===== config.mk =====
export PLATFORM = sky130hd
export DESIGN_NAME = hazard_stall_controller
export DESIGN_NICKNAME = d
export VERILOG_FILES = /design/src/rtl/hazard_stall_controller.sv
export SDC_FILE = /design/constraint.sdc
export NUM_CORES = 1
export LEC_CHECK = 0
export ABC_AREA = 1
export CAP_MARGIN = 20
export CORE_ASPECT_RATIO = 0.7
export CORE_MARGIN = 2
export CORE_UTILIZATION = 48
export DETAILED_ROUTE_END_ITERATION = 7
export PLACE_DENSITY_LB_ADDON = 0.05
export SLEW_MARGIN = 25
export SYNTH_ARGS = -nofsm -noshare
export SYNTH_HDL_FRONTEND = slang
export SYNTH_SLANG_ARGS = --single-unit

===== constraint.sdc =====
create_clock -name clk -period 2.2 [get_ports clk]
set_clock_uncertainty 0.05 [all_clocks]
set_input_delay 0.44 -clock clk [delete_from_list [all_inputs] [get_ports clk]]
set_output_delay 0.44 -clock clk [all_outputs]
set_load 0.05 [all_outputs]

===== src/rtl/hazard_stall_controller.sv =====
// ============================================================================
// Module  : hazard_stall_controller
// Purpose : Stall/bubble/flush sequencing for load-use, taken branches and
//           multi-cycle EX operations, with saturating performance counters.
// Revision: 1.0
// ============================================================================
`default_nettype none

module hazard_stall_controller #(
   parameter int MC_TIMEOUT = 64,
   parameter int CNT_W      = 16
) (
   input  logic             clk,
   input  logic             rst_n,
   input  logic [4:0]       id_rs1,
   input  logic [4:0]       id_rs2,
   input  logic             id_uses_rs1,
   input  logic             id_uses_rs2,
   input  logic [4:0]       id_ex_rd,
   input  logic             id_ex_MemRead,
   input  logic             ex_branch_taken,
   input  logic             ex_is_mc,
   input  logic             mc_done,
   input  logic             counters_clr,
   output logic             pc_write,
   output logic             if_id_write,
   output logic             id_ex_write,
   output logic             if_id_flush,
   output logic             id_ex_flush,
   output logic             ex_mem_bubble,
   output logic             mc_start,
   output logic             mc_error,
   output logic [CNT_W-1:0] stall_cycles,
   output logic [CNT_W-1:0] flush_count
);

   localparam int WAIT_W = $clog2(MC_TIMEOUT + 1);
   localparam logic [CNT_W-1:0]  CNT_MAX   = {CNT_W{1'b1}};
   localparam logic [WAIT_W-1:0] WAIT_LAST = WAIT_W'(MC_TIMEOUT - 1);

   typedef enum logic [0:0] {
      RUN     = 1'b0,
      MC_BUSY = 1'b1
   } state_t;

   state_t            state;
   logic [WAIT_W-1:0] wait_cnt;
   logic              load_use;
   logic              wait_last;

   assign load_use  = id_ex_MemRead && (id_ex_rd != 5'd0) &&
                      ((id_uses_rs1 && (id_ex_rd == id_rs1)) ||
                       (id_uses_rs2 && (id_ex_rd == id_rs2)));
   assign wait_last = (wait_cnt == WAIT_LAST);

   always_comb begin
      pc_write      = 1'b1;
      if_id_write   = 1'b1;
      id_ex_write   = 1'b1;
      if_id_flush   = 1'b0;
      id_ex_flush   = 1'b0;
      ex_mem_bubble = 1'b0;
      mc_start      = 1'b0;
      if (!rst_n) begin
         pc_write      = 1'b0;
         if_id_write   = 1'b0;
         id_ex_write   = 1'b0;
         if_id_flush   = 1'b1;
         id_ex_flush   = 1'b1;
         ex_mem_bubble = 1'b1;
      end else if (state == RUN) begin
         if (ex_branch_taken) begin
            if_id_flush = 1'b1;
            id_ex_flush = 1'b1;
         end else if (ex_is_mc) begin
            mc_start      = 1'b1;
            pc_write      = 1'b0;
            if_id_write   = 1'b0;
            id_ex_write   = 1'b0;
            ex_mem_bubble = 1'b1;
         end else if (load_use) begin
            pc_write    = 1'b0;
            if_id_write = 1'b0;
            id_ex_flush = 1'b1;
         end
      end else begin
         // A timed-out result is dropped: enables release but the bubble stays.
         ex_mem_bubble = !mc_done;
         if (!mc_done && !wait_last) begin
            pc_write    = 1'b0;
            if_id_write = 1'b0;
            id_ex_write = 1'b0;
         end
      end
   end

   always_ff @(posedge clk) begin
      if (!rst_n) begin
         state        <= RUN;
         wait_cnt     <= '0;
         mc_error     <= 1'b0;
         stall_cycles <= '0;
         flush_count  <= '0;
      end else begin
         if (state == RUN) begin
            wait_cnt <= '0;
            if (!ex_branch_taken && ex_is_mc) begin
               state <= MC_BUSY;
            end
         end else begin
            wait_cnt <= wait_cnt + WAIT_W'(1);
            if (mc_done) begin
               state <= RUN;
            end else if (wait_last) begin
               state    <= RUN;
               mc_error <= 1'b1;
            end
         end

         if (counters_clr) begin
            stall_cycles <= '0;
         end else if (!pc_write && (stall_cycles != CNT_MAX)) begin
            stall_cycles <= stall_cycles + CNT_W'(1);
         end

         if (counters_clr) begin
            flush_count <= '0;
         end else if ((state == RUN) && ex_branch_taken && (flush_count != CNT_MAX)) begin
            flush_count <= flush_count + CNT_W'(1);
         end
      end
   end

endmodule

`default_nettype wire


Yosys cells after proc, flatten, opt, wreduce, memory -nomap -nowiden
Cells that the tools add are included.
{ "classes": {"addsub": 3, "eq_ne": 5, "muxes": 28, "bitwise": 3, "n_reduce_logical": 18} }
{ "ops": {"columns": ["cell", "count"], "rows": [
  ["$add A16 B1 Y16 const B", 2],
  ["$ne A16 B16 Y1 const B", 2],
  ["$mux W1", 28],
  ["$eq A5 B5 Y1", 2],
  ["$logic_and A1 B1 Y1", 9],
  ["$add A7 B1 Y7 const B", 1],
  ["$eq A7 B6 Y1 const B", 1],
  ["$reduce_bool A5 Y1", 1],
  ["$logic_not A1 Y1", 4],
  ["$not A1 Y1", 3],
  ["$reduce_and A3 Y1", 1],
  ["$reduce_and A2 Y1", 1],
  ["$reduce_or A2 Y1", 1],
  ["$logic_or A1 B1 Y1", 1]
]} }
{ "totals": {"ff_bits": 41, "in_bits": 24, "output_inout_bits": 40, "elab_cells": 62} }

Longest topological paths before layout
Gate-level depths: netlist (run 1).
{ "depth": {"depth_word": 11, "mapped_depth": 12, "depth_no_buf": 11} }

Worst setup path after synthesis (run 1)
Ideal clock, no wire load.
{ "synth_timing": {"path_type": "register to output", "start": "reg wait_cnt[0]", "end": "out pc_write", "arrival_ps": 2349, "required_time_ps": 1710, "slack_ps": -639, "stages_incl_launch_ff": 12, "n_path_buf": 2, "path_cell_list": "dfxtp_1 > ha_1 > nand2_1 > nor2_1 > nand2_1 > nand2_1 > nand2_1 > nor2_2 > nand2_1 > buf_2 > inv_1 > buf_4"} }
{ "synth_between": {"elab_chain_cells": 6} }
{ "synth_rtl": {"columns": ["item", "line", "source"], "rows": [
  ["start, declared", "47", "logic [WAIT_W-1:0] wait_cnt;"],
  ["start signal, assigned", "111", "wait_cnt <= wait_cnt + WAIT_W'(1);"],
  ["$eq A7 B6 Y1", "54", "assign wait_last = (wait_cnt == WAIT_LAST);"],
  ["$logic_not A1 Y1", "89", "if (!mc_done && !wait_last) begin"],
  ["$logic_and A1 B1 Y1", "89", null],
  ["$mux W1 (3 in a row)", null, null],
  ["end, declared", "25", "output logic pc_write,"]
]} }
Every way passes these cells.

Final worst setup path (run 1)
{ "layout_timing": {"start": "reg wait_cnt[0]", "end": "out pc_write"} }
{ "layout_between": {"elab_chain_cells": 6} }
{ "layout_rtl": {"columns": ["item", "line", "source"], "rows": [
  ["$eq A7 B6 Y1", "54", null],
  ["$logic_not A1 Y1", "89", null],
  ["$logic_and A1 B1 Y1", "89", null],
  ["$mux W1", "89", null],
  ["$mux W1", "71", "end else if (state == RUN) begin"],
  ["$mux W1", "64", "if (!rst_n) begin"]
]} }
Every way passes these cells.

==> results.sh, run 1 <==
export IMPL_finalInstanceArea_um2=3380
export IMPL_coreArea_um2=4780
export IMPL_grt_max_degree=19
export IMPL_die_width_um=88.0
export IMPL_stdcell_count=519
export IMPL_antenna_cells=0
export IMPL_start_util=0.496
export IMPL_final_setup_tns_ns=0
export IMPL_via_per_inst=5.03
export IMPL_syn_nets=397
export IMPL_multi_input_area_um2=1390
export IMPL_antenna_found_initial=0
export IMPL_die_h_um=62.8
export IMPL_synth_cell_type_count=29
export IMPL_synth_ff_type="dfxtp_1"
export IMPL_synth_most_common_cell="nand2_1"
export IMPL_slowest_delay_ns=0.36
export IMPL_ys_async_sr_fraction=0
export IMPL_synth_area_leaders="dfxtp_1 (35%), nand2_1 (15%), inv_1 (7.9%)"
export IMPL_grt_pass1_wl_um=10600
export IMPL_yosys_area_top_type="dfxtp_1"
export IMPL_power_mw=1.47
export IMPL_worst_slack_ns=0.0703
export IMPL_max_slew_margin=0.652
export IMPL_synthCells=370
export IMPL_cp_end_kind="output pin"
export IMPL_ff2ff_path_depth=14
export IMPL_synth_edf_count=0
export IMPL_critPathMaxFanout=3
export IMPL_cp_cell_sequence="ha_4 -> nand2_2 -> nor2_4 -> nand2_2 -> nand2_2 -> nand2_2 -> nor2_4 -> nand2_4 -> clkinvlp_4 -> buf_8"
export IMPL_syn_cell_area_um2=2370
export IMPL_ys_warn_count=0
export IMPL_cp_num_buf_inv=2
export IMPL_gp_congestion=0.879
export IMPL_cpMaxStageDelayCell="dfxtp_2"
export IMPL_fill_cells=452
export IMPL_drt_pass1_iter_count=4
export IMPL_avgSynthCellArea_um2=6.41
export IMPL_numCtsBuffers=5
export IMPL_critPathMostFrequentCell="nand2_2"
export IMPL_cts_root_buffer_cell="clkbuf_8"
export IMPL_grt_total_usage=0.237
export IMPL_area_growth_pct=42.3
export IMPL_hpwl_um=4620
export IMPL_cp_data_arrival_time_ns=1.64
export IMPL_placed_area_um2=3170
export IMPL_cts_clk_slew_worst_paths_ns=0.07
export IMPL_hold_path_startpoint="wait_cnt[0]"
export IMPL_r2r_end="mc_error"
export IMPL_startpoint_type="register"
export IMPL_grt_pass1_vias=2360
export IMPL_drive_gt1_frac=0.151
export IMPL_status="finished, final reports clean"
export IMPL_cts_tree="yes"
export IMPL_hp_class="reg2reg"
export IMPL_drt_wl_total_um=6340
export IMPL_post_place_cells=503
export IMPL_grt_overflow=0
export IMPL_vias=2611
export IMPL_fp_dieArea_um2=5530
export IMPL_finalCriticalPeriod_ns=2.13
export IMPL_tightest_slew_ns=0.521
export IMPL_synth_seq_cells=41
export IMPL_setup_viol=0
export IMPL_vdd_drop_max_uv=285
export IMPL_synth_top_cell_area_share=0.346
export IMPL_ys_seq_area_frac=0.346
export IMPL_drt_initial_drc_count=170
export IMPL_path_depth=10
export IMPL_numPortBuffers=63
export IMPL_synthTopCellsByCount="nand2_1 (95), inv_1 (50), nor2_1 (42)"
export IMPL_pin_count=64
export IMPL_clock_sinks=41
export IMPL_cts_max_level=2
export IMPL_slew_viol_final=0
export IMPL_rrSetupSlack_ns=0.14
export IMPL_reg2reg_from="wait_cnt[0]"
export IMPL_clkLatencyLatePin_ns=0.29
export IMPL_cts_buffer_depth=2
export IMPL_hold_ws_ns=0.398
export IMPL_wl_per_cell_um=12.2
export IMPL_cp_endpoint="pc_write"
export IMPL_maxClockFrequency_mhz=470
export IMPL_placementRows=21
export IMPL_post_place_ws_ns=-0.224
export IMPL_powerDensity_nw_per_um2=435
export IMPL_cap_violations=0
export IMPL_finalHoldViolCount=0
export IMPL_p_leak_nw=1.33
export IMPL_drc=0
export IMPL_required_ns=1.71
export IMPL_nets=478
export IMPL_fin_crit_sh=0.968
export IMPL_hold_buffers=0
export IMPL_regArea_um2=825
export IMPL_fin_util=0.706
export IMPL_worstSetupStartpoint="wait_cnt[0]"
export IMPL_crit_family="simple AND/OR/NAND/NOR gates"
export IMPL_worstSetupPathType="reg2out"
export IMPL_final_antenna_net_count=0
-- worst reg2reg max path, stage by stage (launching register included) --
cell and delay (ns):
dfxtp_2 0.36, ha_4 0.14, nand2_2 0.07, nor2_4 0.11, nand2_2 0.08, buf_4 0.13, buf_4 0.12, buf_4 0.12
buf_4 0.12, buf_4 0.12, buf_4 0.12, buf_4 0.12, buf_4 0.13, nor3_2 0.10, o21a_1 0.12
-- where the power goes --
group | switching [mW] | total, mW | internal (mW)
clock network | 0.249 | 0.458 | 0.209
registers | 0.00687 | 0.754 | 0.747
logic | 0.150 | 0.257 | 0.107
-- registers in the layout, summed over array words and instances (netlist names) --
| signal | flops |
|---|---|
| flush_count | 16 |
| wait_cnt | 7 |
| stall_cycles | 16 |
| state | 1 |
| mc_error | 1 |
-- layout by cell type (no fill, tap or decap), drive strengths merged, types with 8 or more instances in the layout --
master         netlist  final
inv                 52     51
dfxtp               41     41
o21ai               15     15
clkbuf               2      8
nand3               33     33
clkdlybuf4s50        0     39
buf                  6     26
nor2                45     45
nor3                12     12
a21oi               35     35
dlygate4sd2          0     12
xor2                10     10
nand2               99     99
-- worst min-delay path by stage --
stage	depth (start not counted)	slack (ns)	to
floorplan	1	0.37	wait_cnt[0]
global placement	1	0.39	wait_cnt[0]
detailed placement	1	0.39	wait_cnt[0]
CTS	1	0.37	wait_cnt[0]
global route	1	0.40	wait_cnt[0]
finish	1	0.40	wait_cnt[0]
-- cell type report --
type / instances / share of cell area
clock inverters: 1 / 0.00148
well taps: 69 / 0.0256
clock buffers: 5 / 0.0204
repair buffers: 82 / 0.238
flip-flops and latches: 41 / 0.244
multi-input cells: 268 / 0.410
inverters: 53 / 0.0600
-- what timing repair did --
| action | CTS | global route |
|---|---|---|
| pin swaps | 17 | 6 |
| endpoints found under the setup margin | 3 | 5 |
| buffers inserted | 9 | 1 |
| resized for setup | 29 | 23 |
| endpoints found under the hold margin | 0 | 0 |
-- layer usage --
metal,share of wire,global-route usage,wire length (um)
met5,0,0,0
met4,0.0090,0.0511,57
met3,0.062,0.0410,392
met2,0.42,0.341,2660
met1,0.51,0.366,3230
-- cells by family after synthesis --
group                    synth area share
AND/OR/NAND/NOR                     0.355
buffers and inverters               0.104
AO/OA/AOI/OAI                       0.119
flip-flops                          0.346
XOR/XNOR                           0.0591
adder cells (fa/ha/maj)            0.0158
Note: power is estimated with default switching activity, not from simulation.
==> run 2, diff against run 1 <==
- GPL_TIMING_DRIVEN: not set -> 0
- clock period: 2.2 -> 2.1 ns (I/O delays scaled with it)
==> run 2 against run 1 <==
Against the previous run:
- the flow now finishes with violations (negative setup slack)
- register-to-register slack better by 0.06 ns
- critical endpoint unchanged
- critical path depth up 1
- via count about the same
- first-iteration DRC count up 11%
- clock power up 44%
- critical path type unchanged
- routed wire length up 0.25%
==> results.sh, run 2 (synthesis results as in run 1) <==
export IMPL_clock_sinks=41
export IMPL_maxClockFrequency_mhz=472
export IMPL_antenna_cells=0
export IMPL_finalCriticalPeriod_ns=2.12
export IMPL_slowest_delay_ns=0.36
export IMPL_layout_commonest_cell="nand2_1"
export IMPL_numCtsBuffers=5
export IMPL_power_mw=1.70
export IMPL_slew_viol_final=0
export IMPL_drive_gt1_frac=0.159
export IMPL_crit_family="simple AND/OR/NAND/NOR gates"
export IMPL_fin_util=0.688
export IMPL_cp_data_arrival_time_ns=1.65
export IMPL_pin_count=64
export IMPL_reg_largest_list="flush_count x16, stall_cycles x16, wait_cnt x7"
export IMPL_grt_pass1_wl_um=10800
export IMPL_clkLatencyLatePin_ns=0.29
export IMPL_drt_pass1_iter_count=5
export IMPL_critPathMostFrequentCell="nand2_2"
export IMPL_cts_buffer_depth=2
export IMPL_hold_ws_ns=0.420
export IMPL_final_cell_mix="nand2_1 (87), inv_1 (44), nor2_1 (38), dfxtp_1 (38), clkdlybuf4s50_1 (36)"
export IMPL_grt_setup_unrepaired="yes"
export IMPL_grt_total_usage=0.243
export IMPL_coreArea_um2=4780
export IMPL_wl_met2_um=2620
export IMPL_cts_tree="yes"
export IMPL_final_antenna_net_count=0
export IMPL_required_ns=1.63
export IMPL_grt_pass1_vias=2346
export IMPL_cts_max_level=2
export IMPL_drt_initial_drc_count=189
export IMPL_grt_max_degree=13
export IMPL_wl_met1_um=3160
export IMPL_cts_root_buffer_cell="clkbuf_8"
export IMPL_max_slew_margin=0.650
export IMPL_power_share_switching=0.256
export IMPL_cp_end_kind="output pin"
export IMPL_die_width_um=88.0
export IMPL_drc=0
export IMPL_finalInstanceArea_um2=3290
export IMPL_hold_buffers=0
export IMPL_powerDensity_nw_per_um2=515
export IMPL_nets=473
export IMPL_fin_crit_sh=1.01
export IMPL_violations="negative setup slack"
export IMPL_vias=2612
export IMPL_cts_clk_slew_worst_paths_ns=0.08
export IMPL_critPathMaxFanout=3
export IMPL_cp_num_buf_inv=3
export IMPL_pwr_share_comb=0.145
export IMPL_placementRows=21
export IMPL_grt_overflow=0
export IMPL_p_leak_nw=1.34
export IMPL_wl_per_cell_um=12.3
export IMPL_cpMaxStageDelayCell="dfxtp_2"
export IMPL_p_clk_frac=0.390
export IMPL_cap_violations=0
export IMPL_hpwl_um=4670
export IMPL_die_h_um=62.8
export IMPL_post_place_ws_ns=-1.07
export IMPL_switchingPower_mw=0.434
export IMPL_worstSetupPathType="reg2out"
export IMPL_startpoint_type="register"
export IMPL_status="complete, but fails checks"
export IMPL_hp_class="reg2reg"
export IMPL_fp_dieArea_um2=5530
export IMPL_area_growth_pct=38.8
export IMPL_start_util=0.496
export IMPL_cp_cell_sequence="ha_4 -> nand2_4 -> nor2_4 -> nand2_2 -> nand2_2 -> nand2_2 -> nor2_4 -> nand2_4 -> clkinvlp_4 -> buf_6 -> buf_8"
export IMPL_wl_met3_um=493
export IMPL_vdd_drop_max_uv=309
export IMPL_finalHoldViolCount=0
export IMPL_gp_congestion=0.853
export IMPL_drt_wl_total_um=6360
export IMPL_p_int_mw=1.26
export IMPL_tightest_slew_ns=0.524
export IMPL_worst_slack_ns=-0.0178
export IMPL_seqPwrFrac=0.465
export IMPL_placed_area_um2=3130
export IMPL_highest_signal_layer="met4"
export IMPL_antenna_found_initial=0
export IMPL_via_per_inst=5.06
export IMPL_setup_viol=1
export IMPL_numPortBuffers=63
[run 2: cell count changes in the layout (fill, tap and decap cells not counted), moves of 3 or more]
cell,delta
buf_2,+7
clkdlybuf4s50_1,-3
buf_12,-5
clkbuf_2,+3
buf_6,+4
clkdlybuf4s15_1,+3
inv_2,+4
clkbuf_1,+3
inv_1,-3
dlygate4sd2_1,-8
buf_4,-11
[run 2: cell type report]
cell class,instances,area [um2]
Buffer,7,47.5
Clock buffer,7,86.3
Clock inverter,1,30.0
Fill cell,451,1490
Inverter,53,203
Multi-Input combinational cell,268,1380
Sequential cell,41,825
Tap cell,69,86.3
Timing Repair Buffer,70,638
[run 2: worst register-to-register path: cells and delay by family, from the launching register on]
family,cells,cell delay (ns)
DFF,1,0.38
buffers and inverters,1,0.22
adders and majority gates,1,0.22
and+or+nand+nor,6,0.74
AOI/OAI and AO/OA,1,0.17
[run 2: path summary, 6_finish.rpt]
check / startpoint / endpoint / slack, ns / cells after the start
worst min register to register: mc_error / mc_error / 0.42 / 1
worst max-delay path: wait_cnt[0] / pc_write / -0.02 / 11
worst min-delay path: mc_error / mc_error / 0.42 / 1
worst max register to register: stall_cycles[1] / stall_cycles[0] / 0.20 / 9
[run 2: timing repair]
action                     4_1_cts  5_1_grt
gates resized for setup         70       34
buffers inserted                 6        1
pin swaps                       18       16
setup endpoints to repair        7       17
[run 2: metrics by stage]
step	setup TNS [ns]	cells
after global routing	-0.299	516
final	-0.0178	516
after floorplan	-0.269	370
after detailed placement	-8.36	502
after global placement	-7.95	502
after CTS	-0.214	516
[run 2: power by group through the flow]
stage	registers, mW	logic (mW)	clock network, mW
2_1_floorplan	0.818	0.133	0
3_3_place_gp	0.807	0.241	0
3_5_place_dp	0.807	0.243	0
4_1_cts	0.789	0.243	0.668
5_1_grt	0.791	0.267	0.708
6_report	0.789	0.245	0.661
[run 2: per-layer routing]
| layer | vias up | track usage |
|---|---|---|
| li1 | 1330 | - |
| met1 | 1157 | 0.368 |
| met2 | 113 | 0.353 |
| met3 | 12 | 0.0449 |
| met4 | 0 | 0.0568 |
| met5 | - | 0 |
==> run 3, diff against run 2 <==
- CORE_UTILIZATION: 48 -> 63
- DONT_BUFFER_PORTS: not set -> 1
- clock period: 2.1 -> 2 ns (I/O delays scaled with it)
==> run 3 against run 2 <==
Against the previous run:
- the run still ends with negative setup slack left
- via count shrank 4.7%
- global-route usage is 2.6 points higher
- clock power decreased by 19%
- worst setup slack got worse by 0.60 ns
- critical endpoint unchanged
==> results.sh, run 3 (synthesis results as in run 1) <==
export IMPL_slew_viol_final=0
export IMPL_grt_overflow=0
export IMPL_grt_total_usage=0.268
export IMPL_cts_clk_slew_worst_paths_ns=0.08
export IMPL_numCtsBuffers=5
export IMPL_drt_pass1_iter_count=5
export IMPL_drc=0
export IMPL_critPathMaxFanout=2
export IMPL_startpoint_type="register"
export IMPL_clock_sinks=41
export IMPL_antenna_cells=0
export IMPL_clkLatencyLatePin_ns=0.30
export IMPL_numPortBuffers=0
export IMPL_vias=2490
export IMPL_drt_initial_drc_count=165
export IMPL_grt_max_degree=13
export IMPL_grt_pass1_vias=2168
export IMPL_fin_crit_sh=1.31
export IMPL_max_slew_margin=0.407
export IMPL_setup_viol=12
export IMPL_final_cell_mix="nand2_1 (90), inv_1 (47), nor2_1 (40)"
export IMPL_cp_cell_sequence="ha_4 -> nand2_4 -> nor2_4 -> nand2_2 -> nand2_2 -> nand2_2 -> nor2_4 -> nand2_4 -> buf_8 -> clkinvlp_4 -> buf_8"
export IMPL_fp_dieArea_um2=4280
export IMPL_status="complete, but fails checks"
export IMPL_violations="negative setup slack"
export IMPL_maxClockFrequency_mhz=382
export IMPL_tightest_slew_ns=0.886
export IMPL_slowest_delay_ns=0.36
export IMPL_start_util=0.667
export IMPL_coreArea_um2=3560
export IMPL_grt_pass1_wl_um=9320
export IMPL_wl_per_cell_um=13.6
export IMPL_cp_num_buf_inv=3
export IMPL_hpwl_um=4000
export IMPL_drt_wl_total_um=6090
export IMPL_layout_commonest_cell="nand2_1"
export IMPL_nets=424
export IMPL_cp_end_kind="output pin"
export IMPL_cap_violations=0
export IMPL_final_antenna_net_count=0
export IMPL_cts_tree="yes"
export IMPL_cts_root_buffer_cell="clkbuf_8"
export IMPL_powerDensity_nw_per_um2=545
export IMPL_hold_ws_ns=0.188
export IMPL_finalHoldViolCount=0
export IMPL_worstSetupPathType="reg2out"
export IMPL_via_per_inst=5.56
export IMPL_critPathMostFrequentCell="nand2_2"
export IMPL_hp_class="in2reg"
export IMPL_reg_largest_list="flush_count x16, stall_cycles x16, wait_cnt x7"
export IMPL_hold_buffers=0
export IMPL_gp_congestion=0.868
export IMPL_drive_gt1_frac=0.224
export IMPL_cp_data_arrival_time_ns=2.17
export IMPL_cts_buffer_depth=2
export IMPL_power_mw=1.57
export IMPL_pin_count=64
export IMPL_required_ns=1.55
export IMPL_crit_family="simple AND/OR/NAND/NOR gates"
export IMPL_die_width_um=77.3
export IMPL_post_place_ws_ns=-0.448
export IMPL_vdd_drop_max_uv=444
export IMPL_antenna_found_initial=0
export IMPL_placementRows=18
export IMPL_cts_max_level=2
export IMPL_worst_slack_ns=-0.618
export IMPL_die_h_um=55.3
export IMPL_grt_setup_unrepaired="yes"
export IMPL_area_growth_pct=21.6
export IMPL_p_leak_nw=1.14
export IMPL_finalCriticalPeriod_ns=2.62
export IMPL_cpMaxStageDelayCell="dfxtp_2"
## run 3: final cells by class
cell class              count  area [um2]
repair buffers             20         168
well taps                  50        62.6
flip-flops and latches     41         885
clock buffers               6        72.6
plain buffers               8        70.1
clock inverters             2        10.0
fillers                   273         673
inverters                  53         203
multi-input cells         268        1420
## run 3: routing by layer
layer	vias to the layer above	global-route usage	part of all wire
met5	-	0	0
met4	0	0.115	0.017
met3	13	0.0801	0.086
met2	102	0.447	0.47
met1	1145	0.323	0.42
li1	1230	-	-
## run 3: timing repair
action / CTS / global route
setup endpoints to repair: 29 / 34
resized for setup: 25 / 30
pin swaps: 3 / 5
hold endpoints to repair: 0 / 0
cloned: 0 / 1
setup buffers: 13 / 6
## run 3: worst paths after layout
kind,startpoint,to,slack [ns],cells after the start
max,wait_cnt[1],pc_write,-0.62,11
min,rst_n,mc_error,0.19,1
max reg2reg,wait_cnt[1],stall_cycles[8],-0.04,13
min reg2reg,wait_cnt[6],wait_cnt[6],0.43,2
## run 3: report_power, final
group / switching, mW / total, mW / internal [mW]
combinational: 0.135 / 0.207 / 0.0721
clock: 0.293 / 0.536 / 0.242
sequential: 0.0222 / 0.830 / 0.808
total: 0.451 / 1.57 / 1.12
## run 3: through the flow
step / setup TNS [ns] / instances / instance area, um2 / util
after CTS: -1.05 / 441 / 2720 / 0.765
after detailed placement: -2.81 / 420 / 2500 / 0.702
after global placement: -1.93 / 420 / 2500 / 0.702
after global routing: -3.09 / 448 / 2890 / 0.811
final: -1.34 / 448 / 2890 / 0.811
after floorplan: -0.400 / 370 / 2440 / -
